File: config.mk
export PLATFORM = sky130hd
export DESIGN_NAME = hazard_unit
export DESIGN_NICKNAME = d
export VERILOG_FILES = /design/src/rtl/mips_pkg.sv /design/src/rtl/hazard_unit_mdu_tracker.sv /design/src/rtl/hazard_unit.sv
export SDC_FILE = /design/constraint.sdc
export NUM_CORES = 1
export LEC_CHECK = 0
export CORE_MARGIN = 2
export CORE_UTILIZATION = 25
export CTS_CLUSTER_SIZE = 20
export DETAILED_ROUTE_END_ITERATION = 10
export HOLD_SLACK_MARGIN = 0.06
export PLACE_DENSITY = 0.85
export SLEW_MARGIN = 20
export SYNTH_ARGS = -nofsm -noshare
export SYNTH_HDL_FRONTEND = slang
export SYNTH_SLANG_ARGS = --single-unit
File: constraint.sdc
create_clock -name clk -period 1.7 [get_ports clk]
set_clock_uncertainty 0.2 [all_clocks]
set_input_delay 0.34 -clock clk [delete_from_list [all_inputs] [get_ports clk]]
set_output_delay 0.34 -clock clk [all_outputs]
set_load 0.01 [all_outputs]
File: src/rtl/mips_pkg.sv
`default_nettype none
// ============================================================================
// Module      : mips_pkg
// Description : Shared types and constants for the four-stage MIPS core
//               hazard logic: operand forward selects and the MDU tracker
//               state encoding.
// Revision    : 1.0 - initial release
// ============================================================================
package mips_pkg;

    // Operand select for the EX-stage ALU inputs
    localparam logic [1:0] FWD_RF = 2'b00;  // value read from the register file
    localparam logic [1:0] FWD_ME = 2'b01;  // value bypassed from the ME stage

    // Multiply/divide unit occupancy
    typedef enum logic [0:0] {
        MDU_IDLE = 1'b0,
        MDU_BUSY = 1'b1
    } mdu_state_e;

endpackage : mips_pkg
`default_nettype wire

File: src/rtl/hazard_unit_mdu_tracker.sv
`default_nettype none
// ============================================================================
// Module      : mdu_tracker
// Description : Tracks an in-flight multi-cycle multiply/divide operation.
//               A start pulse in EX opens a busy window of MDU_LAT-1 cycles
//               during which dependent instructions must wait. With
//               MDU_LAT = 1 the result is ready in time and the tracker
//               stays idle.
// Revision    : 1.0 - initial release
// ============================================================================
module mdu_tracker
    import mips_pkg::*;
#(
    parameter int unsigned MDU_LAT = 4
) (
    input  logic clk,
    input  logic reset,     // asynchronous, active low
    input  logic start,
    output logic busy
);

    // A one-bit counter is kept even when MDU_LAT = 1 so no zero-width
    // vector is ever declared; it simply never leaves zero in that case.
    localparam int unsigned CNT_W_L  = (MDU_LAT > 1) ? $clog2(MDU_LAT) : 1;
    localparam logic [CNT_W_L-1:0] C_LOAD = CNT_W_L'(MDU_LAT - 1);
    localparam logic [CNT_W_L-1:0] C_ONE  = CNT_W_L'(1);

    mdu_state_e           state_q, state_d;
    logic [CNT_W_L-1:0]   cnt_q,   cnt_d;

    // Next-state and counter update; a start seen while busy reloads the
    // window, flushes are deliberately not an input here.
    always_comb begin
        state_d = state_q;
        cnt_d   = cnt_q;
        unique case (state_q)
            MDU_IDLE: begin
                if ((MDU_LAT > 1) && start) begin
                    state_d = MDU_BUSY;
                    cnt_d   = C_LOAD;
                end
            end
            MDU_BUSY: begin
                if (start) begin
                    cnt_d   = C_LOAD;
                end else if (cnt_q == C_ONE) begin
                    state_d = MDU_IDLE;
                    cnt_d   = '0;
                end else begin
                    cnt_d   = cnt_q - C_ONE;
                end
            end
            default: begin
                state_d = MDU_IDLE;
                cnt_d   = '0;
            end
        endcase
    end

    // State register; reset aborts any in-flight operation immediately.
    always_ff @(posedge clk or negedge reset) begin
        if (!reset) begin
            state_q <= MDU_IDLE;
            cnt_q   <= '0;
        end else begin
            state_q <= state_d;
            cnt_q   <= cnt_d;
        end
    end

    assign busy = (state_q == MDU_BUSY);

endmodule : mdu_tracker
`default_nettype wire

File: src/rtl/hazard_unit.sv
`default_nettype none
// ============================================================================
// Module      : hazard_unit
// Description : Pipeline hazard controller for the four-stage MIPS core.
//               Generates load-use and MDU-dependency stalls, ME->EX operand
//               forward selects and redirect flushes. All control outputs
//               are combinational from the current inputs and the MDU
//               tracker state.
//               Optional build macro HAZARD_PERF_EN adds saturating
//               stall/flush performance counters (StallCnt, FlushCnt).
// Revision    : 1.0 - initial release
// ============================================================================
module hazard_unit
    import mips_pkg::*;
#(
    parameter int unsigned REG_W   = 5,
    parameter int unsigned MDU_LAT = 4,
    parameter int unsigned CNT_W   = 16
) (
    input  logic             clk,
    input  logic             reset,          // asynchronous, active low
    // ID stage
    input  logic [REG_W-1:0] Rs_ID,
    input  logic [REG_W-1:0] Rt_ID,
    input  logic             UsesRt_ID,
    input  logic             MduUse_ID,
    // EX stage
    input  logic [REG_W-1:0] Rs_EX,
    input  logic [REG_W-1:0] Rt_EX,
    input  logic [REG_W-1:0] WriteReg_EX,
    input  logic             RegWrite_EX,
    input  logic             MemToReg_EX,
    // ME stage
    input  logic [REG_W-1:0] WriteReg_ME,
    input  logic             RegWrite_ME,
    // MDU / redirect
    input  logic             MduStart_EX,
    input  logic             Jump_ID,
    input  logic             BranchTaken_EX,
    // Controls to the stage registers
    output logic             Stall_IF,
    output logic             Stall_ID,
    output logic             Flush_ID,
    output logic             Flush_EX,
    output logic [1:0]       FwdA_EX,
    output logic [1:0]       FwdB_EX,
    output logic             MduBusy,
    output logic             AnyStall
`ifdef HAZARD_PERF_EN
    ,
    output logic [CNT_W-1:0] StallCnt,
    output logic [CNT_W-1:0] FlushCnt
`endif
);

    localparam logic [REG_W-1:0] C_REG_ZERO = '0;

    logic w_load_use;
    logic w_mdu_stall;
    logic w_stall;
    logic w_mdu_busy;

    // ------------------------------------------------------------------
    // MDU occupancy tracker
    // ------------------------------------------------------------------
    mdu_tracker #(
        .MDU_LAT (MDU_LAT)
    ) u_mdu_tracker (
        .clk   (clk),
        .reset (reset),
        .start (MduStart_EX),
        .busy  (w_mdu_busy)
    );

    // Hazard detection: a load in EX feeding the ID instruction, or an ID
    // instruction that needs an MDU result still being computed. A taken
    // branch kills the ID instruction, so its stall is meaningless and
    // suppressed; both stall sources merge into a single stall.
    always_comb begin
        w_load_use  = RegWrite_EX && MemToReg_EX && (WriteReg_EX != C_REG_ZERO) &&
                      ((WriteReg_EX == Rs_ID) || (UsesRt_ID && (WriteReg_EX == Rt_ID)));
        w_mdu_stall = MduUse_ID && w_mdu_busy;
        w_stall     = (w_load_use || w_mdu_stall) && !BranchTaken_EX;
    end

    // Stall and flush controls: a stall holds PC and IF/ID while the ID/EX
    // register receives a bubble; redirects squash the younger stages.
    always_comb begin
        Stall_IF = w_stall;
        Stall_ID = w_stall;
        AnyStall = w_stall;
        Flush_ID = Jump_ID || BranchTaken_EX;
        Flush_EX = BranchTaken_EX || w_stall;
        MduBusy  = w_mdu_busy;
    end

    // ME->EX operand bypass; $0 is never forwarded since it reads as zero.
    always_comb begin
        FwdA_EX = FWD_RF;
        FwdB_EX = FWD_RF;
        if (RegWrite_ME && (WriteReg_ME != C_REG_ZERO) && (WriteReg_ME == Rs_EX)) begin
            FwdA_EX = FWD_ME;
        end
        if (RegWrite_ME && (WriteReg_ME != C_REG_ZERO) && (WriteReg_ME == Rt_EX)) begin
            FwdB_EX = FWD_ME;
        end
    end

`ifdef HAZARD_PERF_EN
    // ------------------------------------------------------------------
    // Saturating performance counters
    // ------------------------------------------------------------------
    localparam logic [CNT_W-1:0] C_CNT_MAX = '1;
    localparam logic [CNT_W-1:0] C_CNT_ONE = CNT_W'(1);

    logic [CNT_W-1:0] stall_cnt_q, stall_cnt_d;
    logic [CNT_W-1:0] flush_cnt_q, flush_cnt_d;

    // Count stalled and flushed cycles, holding at all-ones instead of
    // wrapping so a long run never reports a small value.
    always_comb begin
        stall_cnt_d = stall_cnt_q;
        flush_cnt_d = flush_cnt_q;
        if (Stall_ID && (stall_cnt_q != C_CNT_MAX)) begin
            stall_cnt_d = stall_cnt_q + C_CNT_ONE;
        end
        if ((Flush_ID || Flush_EX) && (flush_cnt_q != C_CNT_MAX)) begin
            flush_cnt_d = flush_cnt_q + C_CNT_ONE;
        end
    end

    // Counter registers.
    always_ff @(posedge clk or negedge reset) begin
        if (!reset) begin
            stall_cnt_q <= '0;
            flush_cnt_q <= '0;
        end else begin
            stall_cnt_q <= stall_cnt_d;
            flush_cnt_q <= flush_cnt_d;
        end
    end

    assign StallCnt = stall_cnt_q;
    assign FlushCnt = flush_cnt_q;
`endif

endmodule : hazard_unit
`default_nettype wire

==> impl_metrics.env <==
export IMPL_drc=0
export IMPL_syn_cell_area_um2=464
export IMPL_dp_slack_ns=-1.16
export IMPL_cap_violations=0
export IMPL_firstDrtPassIters=3
export IMPL_post_route_min_period_ns=2.10
export IMPL_final_util_pct=58.6
export IMPL_nFillCells=183
export IMPL_drive_gt1_share_pct=38.6
export IMPL_viasPerCell=4.22
export IMPL_drt_iter0_markers=2
export IMPL_grt_ovfl_total=0
export IMPL_place_gp_congestion=0.728
export IMPL_routedWlPerCell_um=11.4
export IMPL_io_pins=50
export IMPL_failed_checks="setup timing"
export IMPL_final_max_slew_viol_count=0
export IMPL_path_max_fanout=3
export IMPL_worstHoldPathType="input pin to async pin"
export IMPL_numCtsBuffers=3
export IMPL_ys_seq_area_share_pct=16.2
export IMPL_static_leakage_power_uw=0.000492
export IMPL_ir_worst_vdd_mv=0.235
export IMPL_yosys_top_cells_area="xor2_1, dfrtp_1, xnor2_1"
export IMPL_dieArea_um2=2220
export IMPL_required_ns=1.16
export IMPL_grt_usage_pct=15.0
export IMPL_rsz0062_at_grt="yes"
export IMPL_grt_pass1_vias=599
export IMPL_diodes=0
export IMPL_syn2layout_area_growth_pct=120
export IMPL_endpoint_kind="output port"
export IMPL_synth_edf_count=0
export IMPL_hold_viol_final=0
export IMPL_io_buffers=47
export IMPL_dr_total_vias=587
export IMPL_fin_nets=156
export IMPL_synth_seq_cells=3
export IMPL_avgSynthCellArea_um2=8.44
export IMPL_htree_levels=1
export IMPL_clkSlewWorstSetupHoldPaths_ns=0.04
export IMPL_die_h_um=47.1
export IMPL_worst_slack_ns=-0.395
export IMPL_yosys_area_top_type="xor2_1"
export IMPL_critPathLaunchType="input pin"
export IMPL_hpwlAfterDp_um=1240
export IMPL_cts_tree="done"
export IMPL_cp_data_arrival_time_ns=1.56
export IMPL_yosysWarnings=0
export IMPL_setup_viol=6
export IMPL_p_per_area_nw_per_um2=524
export IMPL_synth_most_common_cell="xor2_1"
export IMPL_synth_commonest_cells="xor2_1, xnor2_1, buf_4, dfrtp_1, inv_1"
export IMPL_cts_root_buf="clkbuf_4"
export IMPL_reg2reg_depth=3
export IMPL_die_x_um=47.1
export IMPL_final_antenna_net_count=0
export IMPL_clock_fmax_mhz=477
export IMPL_crit_type="input pin to output port"
export IMPL_clk_latency_ns=0.23
export IMPL_antenna_found_initial=0
export IMPL_coreArea_um2=1750
export IMPL_cts_sinks=3
export IMPL_fin_crit_sh_pct=123
export IMPL_cts_buffer_depth=2
export IMPL_hold_buffers=0
export IMPL_outcome="finished, violations left"
export IMPL_synthArstFlopShare_pct=100
export IMPL_rows=15
export IMPL_grt_max_degree=7
export IMPL_synth_top_area_share_pct=24.5
export IMPL_initial_core_util_pct=26.6
export IMPL_synth_flop_cell="dfrtp_1"
export IMPL_netlist_instances=55
export IMPL_yosys_cell_types_count=25
export IMPL_grt_pass1_wl_um=2380
export IMPL_drt_wl_total_um=1590
## worst max-delay path, cell delays in order
cell	delay [ns]
buf_6	0.09
buf_6	0.11
or4_4	0.53
o211ai_2	0.23
o31ai_2	0.11
buf_2	0.15
## path summary, 6_finish.rpt
| kind | slack [ns] | startpoint | endpoint |
|---|---|---|---|
| min | 0.09 | reset | u_mdu_tracker.busy |
| max in group asynchronous | 1.06 | reset | u_mdu_tracker.cnt_q[0] |
| max | -0.40 | WriteReg_EX[3] | Stall_IF |
| min reg2reg | 0.35 | u_mdu_tracker.cnt_q[1] | u_mdu_tracker.cnt_q[1] |
| min in group clk | 0.35 | u_mdu_tracker.cnt_q[1] | u_mdu_tracker.cnt_q[1] |
| max reg2reg | 0.55 | u_mdu_tracker.cnt_q[0] | u_mdu_tracker.cnt_q[1] |
## placed cells by master, fill, tap and decap left out, types with 2 or more instances in the layout
master	count
dlygate4sd2_1	15
buf_2	13
xor2_1	12
clkdlybuf4s50_1	9
buf_4	9
xnor2_1	7
buf_6	5
inv_1	3
clkbuf_4	3
dlymetal6s2s_1	3
dfrtp_1	3
nor4_2	2
or4_4	2
a21oi_1	2
nand3_1	2
conb_1	2
clkbuf_2	2
## flip-flops by register name, indices dropped and copies added, names as in the netlist
| register | count |
|---|---|
| u_mdu_tracker.busy | 1 |
| u_mdu_tracker.cnt_q | 2 |
## per-layer routing
layer | global-route usage, % | up-vias | part of all wire, %
met5 | 0 | - | 0
met3 | 0 | 0 | 3.7
met4 | 6.67 | 0 | 0
met2 | 29.6 | 15 | 62
met1 | 16.4 | 270 | 35
li1 | - | 302 | -
## cells by family (layout without fill, tap and decap cells)
| kind of cell | count (synthesis) | in the layout | synth area share, % |
|---|---|---|---|
| xor gates and xnor gates | 20 | 20 | 37.7 |
| and+or+nand+nor | 13 | 13 | 17.8 |
| AOI/OAI and AO/OA | 10 | 10 | 15.9 |
| buffers and inverters | 7 | 65 | 8.89 |
| DFF | 3 | 3 | 16.2 |
| adders and majority gates | 1 | 1 | 2.69 |
| other | 1 | 2 | 0.808 |
## final cells by class
| type | count | area [um2] | area share, % |
|---|---|---|---|
| well taps | 25 | 31.3 | 3.06 |
| clock buffers | 4 | 26.3 | 2.57 |
| multi-input cells | 46 | 397 | 38.8 |
| repair buffers | 58 | 483 | 47.2 |
| inverters | 3 | 11.3 | 1.10 |
| flip-flops and latches | 3 | 75.1 | 7.33 |
## report_power, final
group / internal, uW / switching (uW)
sequential: 97.6 / 14.4
clock: 87.9 / 35.6
combinational: 170 / 131
## what timing repair did
item	4_1_cts	5_1_grt
setup endpoints to repair	8	6
gates resized for setup	95	16
buffers inserted	3	1
pin swaps	23	8
## through the flow
| step | std cells | power, uW | area, um2 | setup TNS, ns | hold WS [ns] |
|---|---|---|---|---|---|
| finish | 139 | 537 | 1020 | -1.96 | 0.0936 |
| global route | 139 | 594 | 1020 | -2.24 | 0.0928 |
| CTS | 138 | 533 | 966 | -1.82 | 0.0892 |
| detailed placement | 131 | 434 | 992 | -6.87 | 0.337 |
| global placement | 131 | 424 | 992 | -6.62 | 0.329 |
| floorplan | 56 | 253 | 468 | -0.670 | -0.156 |
Note: power is estimated with default switching activity, not from simulation.
==> variant 1: new RTL, config.mk and constraints unchanged <==
`MDU_LAT` is set to 4 in 2 places; all go to 2.
--- a/src/rtl/hazard_unit_mdu_tracker.sv
+++ b/src/rtl/hazard_unit_mdu_tracker.sv
@@ -13,3 +13,3 @@
 #(
-    parameter int unsigned MDU_LAT = 4
+    parameter int unsigned MDU_LAT = 2
 ) (
--- a/src/rtl/hazard_unit.sv
+++ b/src/rtl/hazard_unit.sv
@@ -16,3 +16,3 @@
     parameter int unsigned REG_W   = 5,
-    parameter int unsigned MDU_LAT = 4,
+    parameter int unsigned MDU_LAT = 2,
     parameter int unsigned CNT_W   = 16
Behaviour: not the same (Yosys sat finds a counterexample within 4 cycles, from zero or initial values and one cycle with reset low).
==> variant 1 against the original RTL <==
The flow still finishes with violations (negative setup slack); sequential cell count is 1 lower; synthesized cell count is 13% lower; highest routed layer unchanged; total power is 26% lower; largest power group unchanged; hold slack worse by 0.021 ns; count of clock-buffer cells in the layout is 1 lower; combinational power is 25% lower; final area is 2.0% lower; area after synthesis is 12% lower; critical path type unchanged; worst setup slack better by 0.049 ns; wire length is 4.2% higher.
==> variant 1: results <==
set metrics [dict create \
    first_pass_iters 2 \
    synth_area_leaders "xor2_1 (28%), xnor2_1 (17%), dfrtp_1 (12%), buf_4 (7.4%), or4_1 (3.7%)" \
    r2r_end "u_mdu_tracker.cnt_q" \
    grt_start_max_net_pins 5 \
    timing.final.ws_setup_ns -0.346 \
    drt_iter0_drc 8 \
    routabilityCongestion 0.710 \
    drt-vias-per-instance 4.65 \
    reg2reg_from "u_mdu_tracker.busy" \
    drive_gt1_share_pct 44.3 \
    rrSetupSlack_ns 0.59 \
    worstSetupStartpoint "WriteReg_EX[1]" \
    dp_slack_ns -1.16 \
    violations "negative setup slack" \
    synth_adder_area_share_pct 0 \
    grt_usage_pct 17.2 \
    seqPwrFrac_pct 14.9 \
    hold_slack_ns 0.0731 \
    arrival_ns 1.51 \
    yosysSeqAreaShare_pct 12.3 \
    status "complete, but fails checks" \
    setup_viol 6 \
    fin_nets 148 \
    met3_usage_pct 3.67 \
    synth_xor_area_share_pct 45.2 \
    synth_commonest_cells "xor2_1 (13), xnor2_1 (8), buf_4 (4)" \
    hpwl_um 1350 \
]
## variant 1: cell types whose count changed in the layout (fill, tap and decap cells not counted), moves of 2 or more
cell | unedited run | this run
buf_6 | 5 | 9
clkdlybuf4s15_1 | 1 | 3
xnor2_2 | 0 | 2
inv_1 | 3 | 1
dlygate4sd2_1 | 15 | 13
buf_2 | 13 | 11
## variant 1: per-stage QoR
step	cells	cell area (um2)	total power [mW]
5_1_grt	122	1000	0.421
3_3_place_gp	116	931	0.276
2_1_floorplan	49	410	0.135
4_1_cts	122	931	0.385
3_5_place_dp	116	931	0.282
6_report	122	1000	0.395
## variant 1: cell type report
type / count / area [um2]
well taps: 16 / 20.0
clock buffers: 3 / 22.5
repair buffers: 58 / 510
multi-input cells: 42 / 397
flip-flops and latches: 2 / 50.0
fillers: 133 / 520
inverters: 1 / 3.75
## variant 1: repair_timing
action / CTS / global route
setup endpoints to repair: 8 / 7
pin swaps: 23 / 10
gates resized for setup: 104 / 21
buffers inserted: 3 / 0
hold endpoints to repair: 0 / 0
==> variant 2: new RTL, same flow settings <==
Without the edit above. Add a define of `HAZARD_PERF_EN`.
--- a/src/rtl/hazard_unit.sv
+++ b/src/rtl/hazard_unit.sv
@@ -12,2 +12,4 @@
 // ============================================================================
+`define HAZARD_PERF_EN
+
 module hazard_unit
Function (old outputs only; new: FlushCnt and StallCnt): kept (equiv_simple and equiv_induct, registers matched by name and starting in step).
==> variant 2 against the original RTL <==
The run still ends with negative setup slack left; clock power grew to 4.7 times the old value; total power grew to 7.5 times the old value; global-route usage is 0.22 points lower; sequential cell count is 32 higher; sequential power grew to 11 times the old value; final area grew to 3.8 times the old value; area after synthesis grew to 4.3 times the old value; worst setup slack worse by 0.035 ns; register-to-register slack worse by 0.90 ns; wire length grew to 4.0 times the old value; critical path type unchanged; critical endpoint is now Flush_EX; largest cell class is now multi-input gates; largest power group unchanged.
==> variant 2: results <==
set metrics [dict create \
    status "complete, but fails checks" \
    violations "negative setup slack" \
    worstSetupStartpoint "WriteReg_EX[2]" \
    insertion_delay_ns 0.29 \
    timing.final.ws_setup_ns -0.430 \
    p_sw_mw 1.44 \
    grt_pass1_wl_um 10400 \
    arrival_ns 1.59 \
    finalWirelength_um 6330 \
    cts_root_buffer "clkbuf_8" \
    first_pass_iters 4 \
    setup_viol 38 \
    highest_layer "met4" \
    dr_wl_met2_um 3530 \
    grt_pass1_vias 2280 \
    slowest_delay_ns 0.38 \
    synth_commonest_cells "dfrtp_1 (35), xnor2_1 (31), nand2_1 (19), xor2_1 (18), nand3_1 (16)" \
    synth_xor_area_share_pct 21.3 \
    rrSetupSlack_ns -0.35 \
    power_leakage_nw 1.89 \
    reg2reg_from "FlushCnt[3]" \
    clkTransAtPathRegs_ns 0.07 \
    hpwl_um 4670 \
    met1_usage_pct 16.2 \
    ir_drop_v 0.000729 \
    pg_clk_mw 0.581 \
    dp.cells 435 \
    synth_adder_area_share_pct 1.86 \
    wl_met3_um 301 \
    met3_usage_pct 3.45 \
    fin_cells 457 \
    via_count 2071 \
    drt_iter0_drc 56 \
    ff2ff_path_depth 8 \
    io_buffers 79 \
]
[variant 2: cell count changes after synthesis, moves of 3 or more]
cell     change
inv_1        +3
nand2_1     +18
nor3_1      +11
xnor2_1     +24
nand3_1     +14
and3_1      +10
nand4_1      +7
xor2_1       +5
nor2_1       +3
dfrtp_1     +32
[variant 2: repair_timing]
action,CTS,global route
buffers inserted,11,5
cloned,1,0
pin swaps,50,27
gates resized for setup,178,47
setup endpoints to repair,72,40
[variant 2: logic make-up after synthesis]
logic type	Yosys count
and+or+nand+nor	84
xor gates and xnor gates	49
DFF	35
buffers and inverters	14
AOI/OAI and AO/OA	10
muxes	4
adders and majority gates	3
other	1
[variant 2: worst min-delay path by stage]
stage	slack, ns	to	depth (start not counted)
6_report	0.22	FlushCnt[3]	2
5_1_grt	0.24	FlushCnt[3]	2
4_1_cts	0.23	FlushCnt[3]	2
3_5_place_dp	0.32	FlushCnt[15]	1
3_3_place_gp	0.30	u_mdu_tracker.cnt_q[0]	2
2_1_floorplan	-0.16	FlushCnt[0]	0
[variant 2: metrics by stage]
| stage | area [um2] | power (mW) | hold slack, ns | util [%] |
|---|---|---|---|---|
| global route | 3900 | 4.31 | 0.239 | 50.2 |
| CTS | 3770 | 3.99 | 0.228 | 48.5 |
| global placement | 3460 | 3.34 | 0.301 | 44.5 |
| floorplan | 2130 | 2.15 | -0.156 | - |
| detailed placement | 3460 | 3.42 | 0.318 | 44.5 |
| finish | 3900 | 4.04 | 0.216 | 50.2 |
[variant 2: cell type report]
type	instances	area, um2
Inverter	6	22.5
Timing Repair Buffer	154	1350
Tap cell	102	128
Fill cell	707	3870
Clock inverter	1	5.00
Multi-Input combinational cell	152	1450
Clock buffer	7	76.3
Sequential cell	35	877
